`src/rtl/spi_tx_engine.sv`:
```
// SPI mode-0 (CPOL=0, CPHA=0) master transmit engine: pops a first-word-fall-through TX FIFO
// and serialises words on mosi/sclk/cs_n. Define SPI_TX_LSB_EN to add the lsb_first input.
module spi_tx_engine #(
  parameter int SizeWord = 8,
  parameter int ClkDiv   = 4
) (
  input  logic                clk,
  input  logic                rst,
  input  logic                enable,
  input  logic                abort,
  input  logic                fifo_empty,
  input  logic [SizeWord-1:0] fifo_rdata,
`ifdef SPI_TX_LSB_EN
  input  logic                lsb_first,
`endif
  output logic                fifo_ren,
  output logic                sclk,
  output logic                mosi,
  output logic                cs_n,
  output logic                busy,
  output logic                done
);

  localparam int DW = (ClkDiv > 1) ? $clog2(ClkDiv) : 1;
  localparam int BW = (SizeWord > 1) ? $clog2(SizeWord) : 1;

  typedef enum logic [1:0] {IDLE, SHIFT, TRAIL} state_t;

  state_t              state, state_nxt;
  logic [SizeWord-1:0] shreg;
  logic [DW-1:0]       div_cnt;
  logic [BW-1:0]       bitcnt;
  logic                lsb_q;
  logic                lsb_in;
  logic                div_end, word_end, load_req;
  logic                first_bit, nxt_bit;

`ifdef SPI_TX_LSB_EN
  assign lsb_in = lsb_first;
`else
  assign lsb_in = 1'b0;
`endif

  assign div_end   = (div_cnt == DW'(ClkDiv - 1));
  // Final falling sclk edge of the word: the reload/trail decision point.
  assign word_end  = (state == SHIFT) && div_end && sclk && (bitcnt == BW'(SizeWord - 1));
  assign load_req  = enable && !fifo_empty;
  assign first_bit = lsb_in ? fifo_rdata[0] : fifo_rdata[SizeWord-1];
  assign nxt_bit   = lsb_q ? shreg[1] : shreg[SizeWord-2];

  // State register
  always_ff @(posedge clk) begin
    if (rst) state <= IDLE;
    else     state <= state_nxt;
  end

  // Next-state logic
  always_comb begin
    state_nxt = state;
    if (abort) state_nxt = IDLE;
    else begin
      unique case (state)
        IDLE:    if (load_req) state_nxt = SHIFT;
        SHIFT:   if (word_end) state_nxt = load_req ? SHIFT : TRAIL;
        TRAIL:   if (div_end) state_nxt = IDLE;
        default: state_nxt = IDLE;
      endcase
    end
  end

  // Outputs: pop and done are combinational so the next pop lands on the done cycle.
  always_comb begin
    fifo_ren = 1'b0;
    done     = 1'b0;
    busy     = (state != IDLE);
    if (!rst && !abort) begin
      fifo_ren = load_req && ((state == IDLE) || word_end);
      done     = word_end;
    end
  end

  // Datapath and pin registers
  always_ff @(posedge clk) begin
    if (rst || abort) begin
      cs_n    <= 1'b1;
      sclk    <= 1'b0;
      mosi    <= 1'b0;
      div_cnt <= '0;
      bitcnt  <= '0;
      shreg   <= '0;
      lsb_q   <= 1'b0;
    end else begin
      unique case (state)
        IDLE: begin
          if (fifo_ren) begin
            shreg   <= fifo_rdata;
            mosi    <= first_bit;
            lsb_q   <= lsb_in;
            cs_n    <= 1'b0;
            div_cnt <= '0;
            bitcnt  <= '0;
          end
        end
        SHIFT: begin
          if (!div_end) div_cnt <= div_cnt + 1'b1;
          else begin
            div_cnt <= '0;
            sclk    <= ~sclk;
            if (sclk) begin
              if (bitcnt != BW'(SizeWord - 1)) begin
                shreg  <= lsb_q ? {1'b0, shreg[SizeWord-1:1]} : {shreg[SizeWord-2:0], 1'b0};
                mosi   <= nxt_bit;
                bitcnt <= bitcnt + 1'b1;
              end else if (fifo_ren) begin
                shreg  <= fifo_rdata;
                mosi   <= first_bit;
                lsb_q  <= lsb_in;
                bitcnt <= '0;
              end else begin
                mosi   <= 1'b0;
              end
            end
          end
        end
        TRAIL: begin
          if (div_end) begin
            cs_n    <= 1'b1;
            div_cnt <= '0;
          end else begin
            div_cnt <= div_cnt + 1'b1;
          end
        end
        default: ;
      endcase
    end
  end

endmodule

```
`config.mk`:
```
export PLATFORM = sky130hd
export DESIGN_NAME = spi_tx_engine
export DESIGN_NICKNAME = d
export VERILOG_FILES = /design/src/rtl/spi_tx_engine.sv
export SDC_FILE = /design/constraint.sdc
export NUM_CORES = 1
export LEC_CHECK = 0
export CAP_MARGIN = 20
export CORE_UTILIZATION = 48
export CTS_BUF_LIST = sky130_fd_sc_hd__clkbuf_8
export DETAILED_ROUTE_END_ITERATION = 8
export PLACE_DENSITY = 0.85
export RECOVER_POWER = 25
export SETUP_SLACK_MARGIN = 0.4
export SLEW_MARGIN = 40
export SYNTH_ARGS = -nofsm -noshare
export SYNTH_HDL_FRONTEND = slang
export SYNTH_SLANG_ARGS = --single-unit
```
`constraint.sdc`:
```
create_clock -name clk -period 2.3 [get_ports clk]
set_input_delay 0.46 -clock clk [delete_from_list [all_inputs] [get_ports clk]]
set_output_delay 0.46 -clock clk [all_outputs]
set_load 0.01 [all_outputs]
```
==> summary.txt, run 1 <==
Timing
  – Final setup fails: 0
  – Unrepaired setup endpoints after global routing: yes
  – Final hold vios: 0
  – Worst relative slew slack: 60.80%
  – Fin crit share: 84.47%
  – Fin. max-slew vios: 0
  – Worst Max-Slew Pin Slew: 0.5879 ns
  – Fmax: 0.5147 GHz
  – Setup TNS Final: 0 ns
  – Fin crit period: 1.943 ns
  – Final Skew: 0.001110 ns

Synth
  – Cell with the most instances after synthesis: dfxtp_1
  – Post-synthesis async set-or-reset flop share: 0%
  – Synth top area share: 37.88%
  – Yosys warns: 0
  – Synth cell count leaders: dfxtp_1 (17), a21oi_1 (11), inv_1 (11), nor2_1 (11), nand2_1 (7)
  – Synth Instances: 105
  – Post-synth cell types: 32
  – #FFs+latches synth: 17
  – Syn_nets: 124
  – Post-synth EDFFs: 0
  – Seq/Total Area, Yosys: 37.88%
  – Cell Area, Synth: 898.4 µm²
  – Synth Area per Inst: 8.556 µm²
  – Synth Flop Type: dfxtp_1
  – Synth top area cells: dfxtp_1 (38%), ha_1 (8.4%), a21oi_1 (6.1%)
  – Most area-hungry cell type in the Yosys netlist: dfxtp_1

Worst setup path
  – Critical Path End Type: primary output
  – R2r startpoint: state[1]
  – Kind of critical path: input pin to primary output
  – Reg2Reg Setup Slack: 0.49 ns
  – FF-to-FF End: bitcnt[1]
  – Max Fanout on Critical Path: 4
  – Worst endpoint data arrival time: 1.48 ns
  – Reg2reg path depth: 6
  – CP startpoint kind: input pin
  – WP data required: 1.84 ns

Floorplan
  – Initial Util: 51.47%
  – Die Y: 45.26 µm
  – Die area: 2048 µm²
  – Number of core rows: 15
  – Die X: 45.26 µm
  – Number of primary I/O pins: 19
  – Placeable Area: 1745 µm²

Detailed routing
  – Vias per cell: 5.576
  – Router iterations before antenna repair: 4
  – DRT iter0 DRCs: 14
  – Final WL: 2149 µm
  – Vias: 881
  – Routed len/inst: 13.60 µm
  – Antenna Nets Post-Route: 0
  – DRC errors left: 0

Worst hold path
  – Endpoint, Worst Hold: shreg[6]
  – Hold WC Path Type: flop to flop
  – Hold path cells: 2
  – Hold Crit Start: shreg[6]

Clocking
  – CTS tree: yes
  – Root buffer cell: clkbuf_8
  – Hold Buf Count CTS: 0
  – Clk buf depth: 2
  – H-tree levels: 1
  – CTS Buf Count: 3
  – Worst-path clk slew: 0.07 ns
  – # clock sinks: 17
  – Clk Latency, worst-skew pair: 0.25 ns

Global routing
  – GR Overflow Total: 0
  – Pin count of the biggest net entering global routing: 10
  – Vias in the first global route: 796
  – Total GRT Usage: 21.76%
  – Initial antenna violation count: 0
  – First-pass GRT wire length: 3222 µm

Cells and area
  – Ant. Diodes: 0
  – Final Instance Count excl. Fillers: 158
  – Final net count: 153
  – Share of post-route cells with drive strength above 1: 21.05%
  – Filler Cells Inserted: 140
  – Synth-to-layout area growth: 39.83%
  – Util after Layout: 71.97%

Place
  – Placed cells: 150
  – DPL Wire Length: 1486 µm
  – Buffers on Ports: 18
  – Final GP Congestion: 0.7645

Power and ir drop
  – Max VDD drop: 374.9 µV
  – P_leak: 0.4972 nW
  – PwrDens: 484.6 nW/µm²
  – Pwr Total: 0.0006088 W

Status
  – Status: completed

Run
  – Max-cap violations: 0
-- kinds of logic after synthesis --
kind of cell / synth area share, %
AOI/OAI and AO/OA: 26.74
and+or+nand+nor: 17.55
DFF: 37.88
buffers and inverters: 6.268
adders and majority gates: 8.356
muxes: 2.229
xor gates and xnor gates: 0.9751
-- cells in the final DEF, fill, tap and decap left out, types with 2 or more instances in the layout --
master            n
o221ai_1          6
o21ai_0           5
dfxtp_2           3
ha_1              3
mux2i_1           2
clkdlybuf4s50_1  12
a21oi_1          11
buf_4             9
a22oi_1           2
dlymetal6s2s_1    2
nand2b_1          3
ha_4              3
inv_1            11
dfxtp_1          14
nand2_1           6
clkbuf_8          3
nor2_1           10
a32oi_1           3
-- critical path, stage by stage --
cell,delay (ns)
dlygate4sd3_1,0.56
nor2_2,0.16
nand2_2,0.07
nor2_1,0.09
buf_2,0.14
-- layout make-up --
cell class / count / area, µm² / area share, %
Inverter: 11 / 41.29 / 3.287
Clock inverter: 1 / 3.754 / 0.2988
Timing Repair Buffer: 27 / 241.5 / 19.22
Multi-Input combinational cell: 74 / 553.0 / 44.02
Sequential cell: 17 / 344.1 / 27.39
Tap cell: 25 / 31.28 / 2.490
Clock buffer: 3 / 41.29 / 3.287
-- what timing repair did --
item / 4_1_cts / 5_1_grt
setup buffers: 1 / 3
resized for setup: 12 / 13
setup endpoints to repair: 3 / 9
pin swaps: 0 / 2
-- worst max-delay path by stage --
stage,from,to,slack [ns],depth (start not counted)
2_1_floorplan,bitcnt[0],mosi,0.69,6
3_3_place_gp,abort,fifo_ren,0.02,5
5_1_grt,state[0],busy,0.28,4
6_report,rst,fifo_ren,0.36,5
4_1_cts,bitcnt[0],done,0.24,5
3_5_place_dp,abort,fifo_ren,-0.01,5
-- flip-flops by register name, summed over array words and instances, names as in the netlist --
name	flops
mosi	1
state	2
sclk	1
shreg	7
bitcnt	3
cs_n	1
div_cnt	2
-- through the flow --
stage	cell area (µm²)	hold slack, ns	worst slack [ns]
floorplan	898.4	0.4250	0.6941
CTS	1199	0.4481	0.2406
global route	1256	0.4669	0.2766
global placement	1132	0.4333	0.01590
detailed placement	1132	0.4394	-0.01134
finish	1256	0.4479	0.3573
-- power breakdown --
part	switching, W	internal [W]
Clock	0.000103	0.000119
Combinational	0.0000392	0.0000429
Sequential	0.00000424	0.000301
Total	0.000146	0.000462
-- layer usage --
| metal | global-route usage (%) | vias up | wire length [µm] |
|---|---|---|---|
| li1 | - | 441 | - |
| met5 | 0 | - | 0 |
| met3 | 3.600 | 8 | 54 |
| met4 | 9.091 | 0 | 48 |
| met2 | 37.39 | 18 | 1059 |
| met1 | 26.65 | 414 | 986 |
Power figures use the tool's default switching activity.
==> run 2: changes to the inputs <==
==> constraint.sdc (replaced) <==
create_clock -name clk -period 1.8 [get_ports clk]
set_input_delay 0.36 -clock clk [delete_from_list [all_inputs] [get_ports clk]]
set_output_delay 0.36 -clock clk [all_outputs]
set_load 0.01 [all_outputs]
==> run 2 against run 1 <==
  * Clock skew increased by 0.0034 ns
  * Largest cell class unchanged
  * Largest power group unchanged
  * Utilization increased by 17 points
  * Sequential cell count unchanged
  * Register-to-register slack got worse by 0.41 ns
  * Worst setup slack got worse by 0.30 ns
  * Critical path type is now flop to primary output
==> summary.txt, run 2 (synthesis results as in run 1) <==
Cells and area
  – Max reg flops: 7 (unchanged)
  – Ant. Diodes: 0 (unchanged)
  – Commonest non-fill, non-tap cell in the layout: buf_4
  – Most frequent cells in the layout: buf_4 (21), dfxtp_1 (14), inv_1 (10), nor2_1 (10), clkdlybuf4s50_1 (8)
  – Final Instance Count excl. Fillers: 176 (+11%)
  – Most flop-heavy register: shreg
  – Top Registers: shreg: 7 flops, bitcnt: 3 flops
  – Share of post-route cells with drive strength above 1: 47.68% (+27 points)
  – Final net count: 171 (+12%)
  – Synth-to-layout area growth: 73.54%

Detailed routing
  – DRC errors left: 0 (unchanged)
  – Antenna Nets Post-Route: 0 (unchanged)
  – Wl on met1: 1386 µm (+41%)
  – Router iterations before antenna repair: 4 (unchanged)
  – Top routing layer in use: met4
  – Routed length on met2: 1903 µm (+80%)
  – Final WL: 3776 µm (+76%)
  – DRT iter0 DRCs: 61 (+47)
  – Routed len/inst: 21.45 µm (+58%)
  – Vias: 1092 (+24%)
  – Vias per cell: 6.205 (+11%)
  – Routed wl met3: 281 µm (+420%)

Worst setup path
  – Kind of critical path: flop to primary output
  – Reg2reg path depth: 9 (+3)
  – CP startpoint kind: flop
  – Reg2Reg Setup Slack: 0.08 ns (-0.41 ns)
  – FF-to-FF End: shreg[4]
  – Critical Path End Type: primary output
  – Max Fanout on Critical Path: 3 (-1)
  – WP data required: 1.44 ns (-0.40 ns)
  – Worst endpoint data arrival time: 1.38 ns (-0.10 ns)
  – R2r startpoint: bitcnt[1]

Timing
  – Fin. max-slew vios: 0 (unchanged)
  – Final WS setup: 0.06190 ns (-0.2954 ns)
  – Worst Max-Slew Pin Slew: 0.3378 ns (-0.2502 ns)
  – Fin crit share: 96.56%
  – Final Skew: 0.004485 ns (+0.003374 ns)
  – Fin crit period: 1.738 ns
  – Unrepaired setup endpoints after global routing: yes
  – Fmax: 0.5753 GHz
  – Final setup fails: 0 (unchanged)
  – Worst relative slew slack: 77.48% (+17 points)
  – Final hold vios: 0 (unchanged)

Clocking
  – Clk Latency, worst-skew pair: 0.25 ns (about the same)
  – H-tree levels: 1 (unchanged)
  – CTS Buf Count: 3 (unchanged)
  – CTS tree: yes
  – Root buffer cell: clkbuf_8
  – Clk buf depth: 2 (unchanged)
  – # clock sinks: 17 (unchanged)
  – Worst-path clk slew: 0.06 ns (about the same)

Floorplan
  – Number of primary I/O pins: 19 (unchanged)
  – Placeable Area: 1745 µm² (unchanged)
  – Die area: 2048 µm² (unchanged)
  – Number of core rows: 15 (unchanged)
  – Die Y: 45.26 µm (unchanged)
  – Die X: 45.26 µm (unchanged)
  – Initial Util: 51.47% (unchanged)

Worst hold path
  – Hold WC Path Type: flop to flop
  – Hold path cells: 2 (unchanged)
  – Endpoint, Worst Hold: mosi
  – Hold Crit Start: mosi

Power and ir drop
  – Max VDD drop: 689.6 µV (+84%)
  – P_leak: 0.6316 nW (+27%)
  – PwrDens: 542.5 nW/µm² (+12%)
  – Pwr Total: 0.0008458 W (+39%)

Global routing
  – First-pass GRT wire length: 4560 µm (+42%)
  – GR Overflow Total: 0 (unchanged)
  – Pin count of the biggest net entering global routing: 11 (+1)
  – Total GRT Usage: 31.83% (+10 points)
  – Vias in the first global route: 986 (+24%)
  – Initial antenna violation count: 0 (unchanged)

Run
  – Max-cap violations: 0 (unchanged)

Place
  – DPL Wire Length: 1673 µm (+13%)
  – Placed cells: 159 (+6.0%)
  – Buffers on Ports: 18 (unchanged)
  – Post-Place Worst Slack: -0.3312 ns (-0.3198 ns)
  – Final GP Congestion: 0.8400 (+9.9%)

Status
  – Status: completed
[run 2: cell types whose count changed in the layout (fill, tap and decap cells not counted), sizes merged, moves of 2 or more]
cell	change
clkdlybuf4s50	-4
buf	+19
dlygate4sd2	+2
dlymetal6s2s	+2
[run 2: layout make-up]
type                    instances  area, µm²
fillers                        81      186.4
flip-flops and latches         17      344.1
clock buffers                   3      41.29
clock inverters                 1      3.754
well taps                      25      31.28
repair buffers                 44      394.1
inverters                      11      41.29
multi-input cells              75      703.2
[run 2: worst max-delay path: stages, from the launching register on]
cell     delay [ns]
dfxtp_2        0.35
ha_4           0.14
ha_4           0.13
and4_4         0.24
and2_1         0.14
buf_2          0.13
[run 2: how the worst max path moves through the flow]
stage / startpoint / end / slack (ns)
detailed placement: abort / fifo_ren / -0.33
finish: bitcnt[1] / done / 0.06
global placement: abort / fifo_ren / -0.31
global route: bitcnt[1] / done / 0.02
CTS: bitcnt[0] / fifo_ren / 0.06
floorplan: bitcnt[1] / mosi / 0.33
[run 2: what timing repair did]
action                                  CTS  global route
gates cloned                              1             0
pin swaps                                 4            14
buffers inserted                          3             9
gates resized for setup                  31            29
endpoints found under the setup margin   21            19
hold buffers                              0             0
[run 2: stage by stage]
stage	hold slack (ns)	util, %	cell area, µm²	setup TNS, ns
after global routing	0.4966	89.32	1559	0
after floorplan	0.4250	-	943.4	0
after detailed placement	0.4381	71.33	1245	-0.6375
after CTS	0.4590	79.78	1393	0
final	0.4677	89.32	1559	0
after global placement	0.4312	71.33	1245	-0.6175
[run 2: power by group]
part | internal, W | total (W) | switching [W]
clock | 0.000152 | 0.000284 | 0.000133
combinational | 0.0000830 | 0.000170 | 0.0000868
sequential | 0.000385 | 0.000391 | 0.00000690
[run 2: layer usage]
| metal | track usage [%] | up-vias |
|---|---|---|
| met4 | 13.94 | 0 |
| met5 | 0 | - |
| met1 | 37.78 | 529 |
| met2 | 53.33 | 64 |
| li1 | - | 473 |
| met3 | 8.800 | 26 |
==> run 3: changes to the inputs <==
--- a/config.mk
+++ b/config.mk
@@ -9,6 +9,7 @@
 export CORE_UTILIZATION = 48
 export CTS_BUF_LIST = sky130_fd_sc_hd__clkbuf_8
 export DETAILED_ROUTE_END_ITERATION = 8
+export GPL_ROUTABILITY_DRIVEN = 0
 export PLACE_DENSITY = 0.85
 export RECOVER_POWER = 25
 export SETUP_SLACK_MARGIN = 0.4
==> results of run 3 <==
No change in the layout: final DEF, timing and power equal those of run 2.
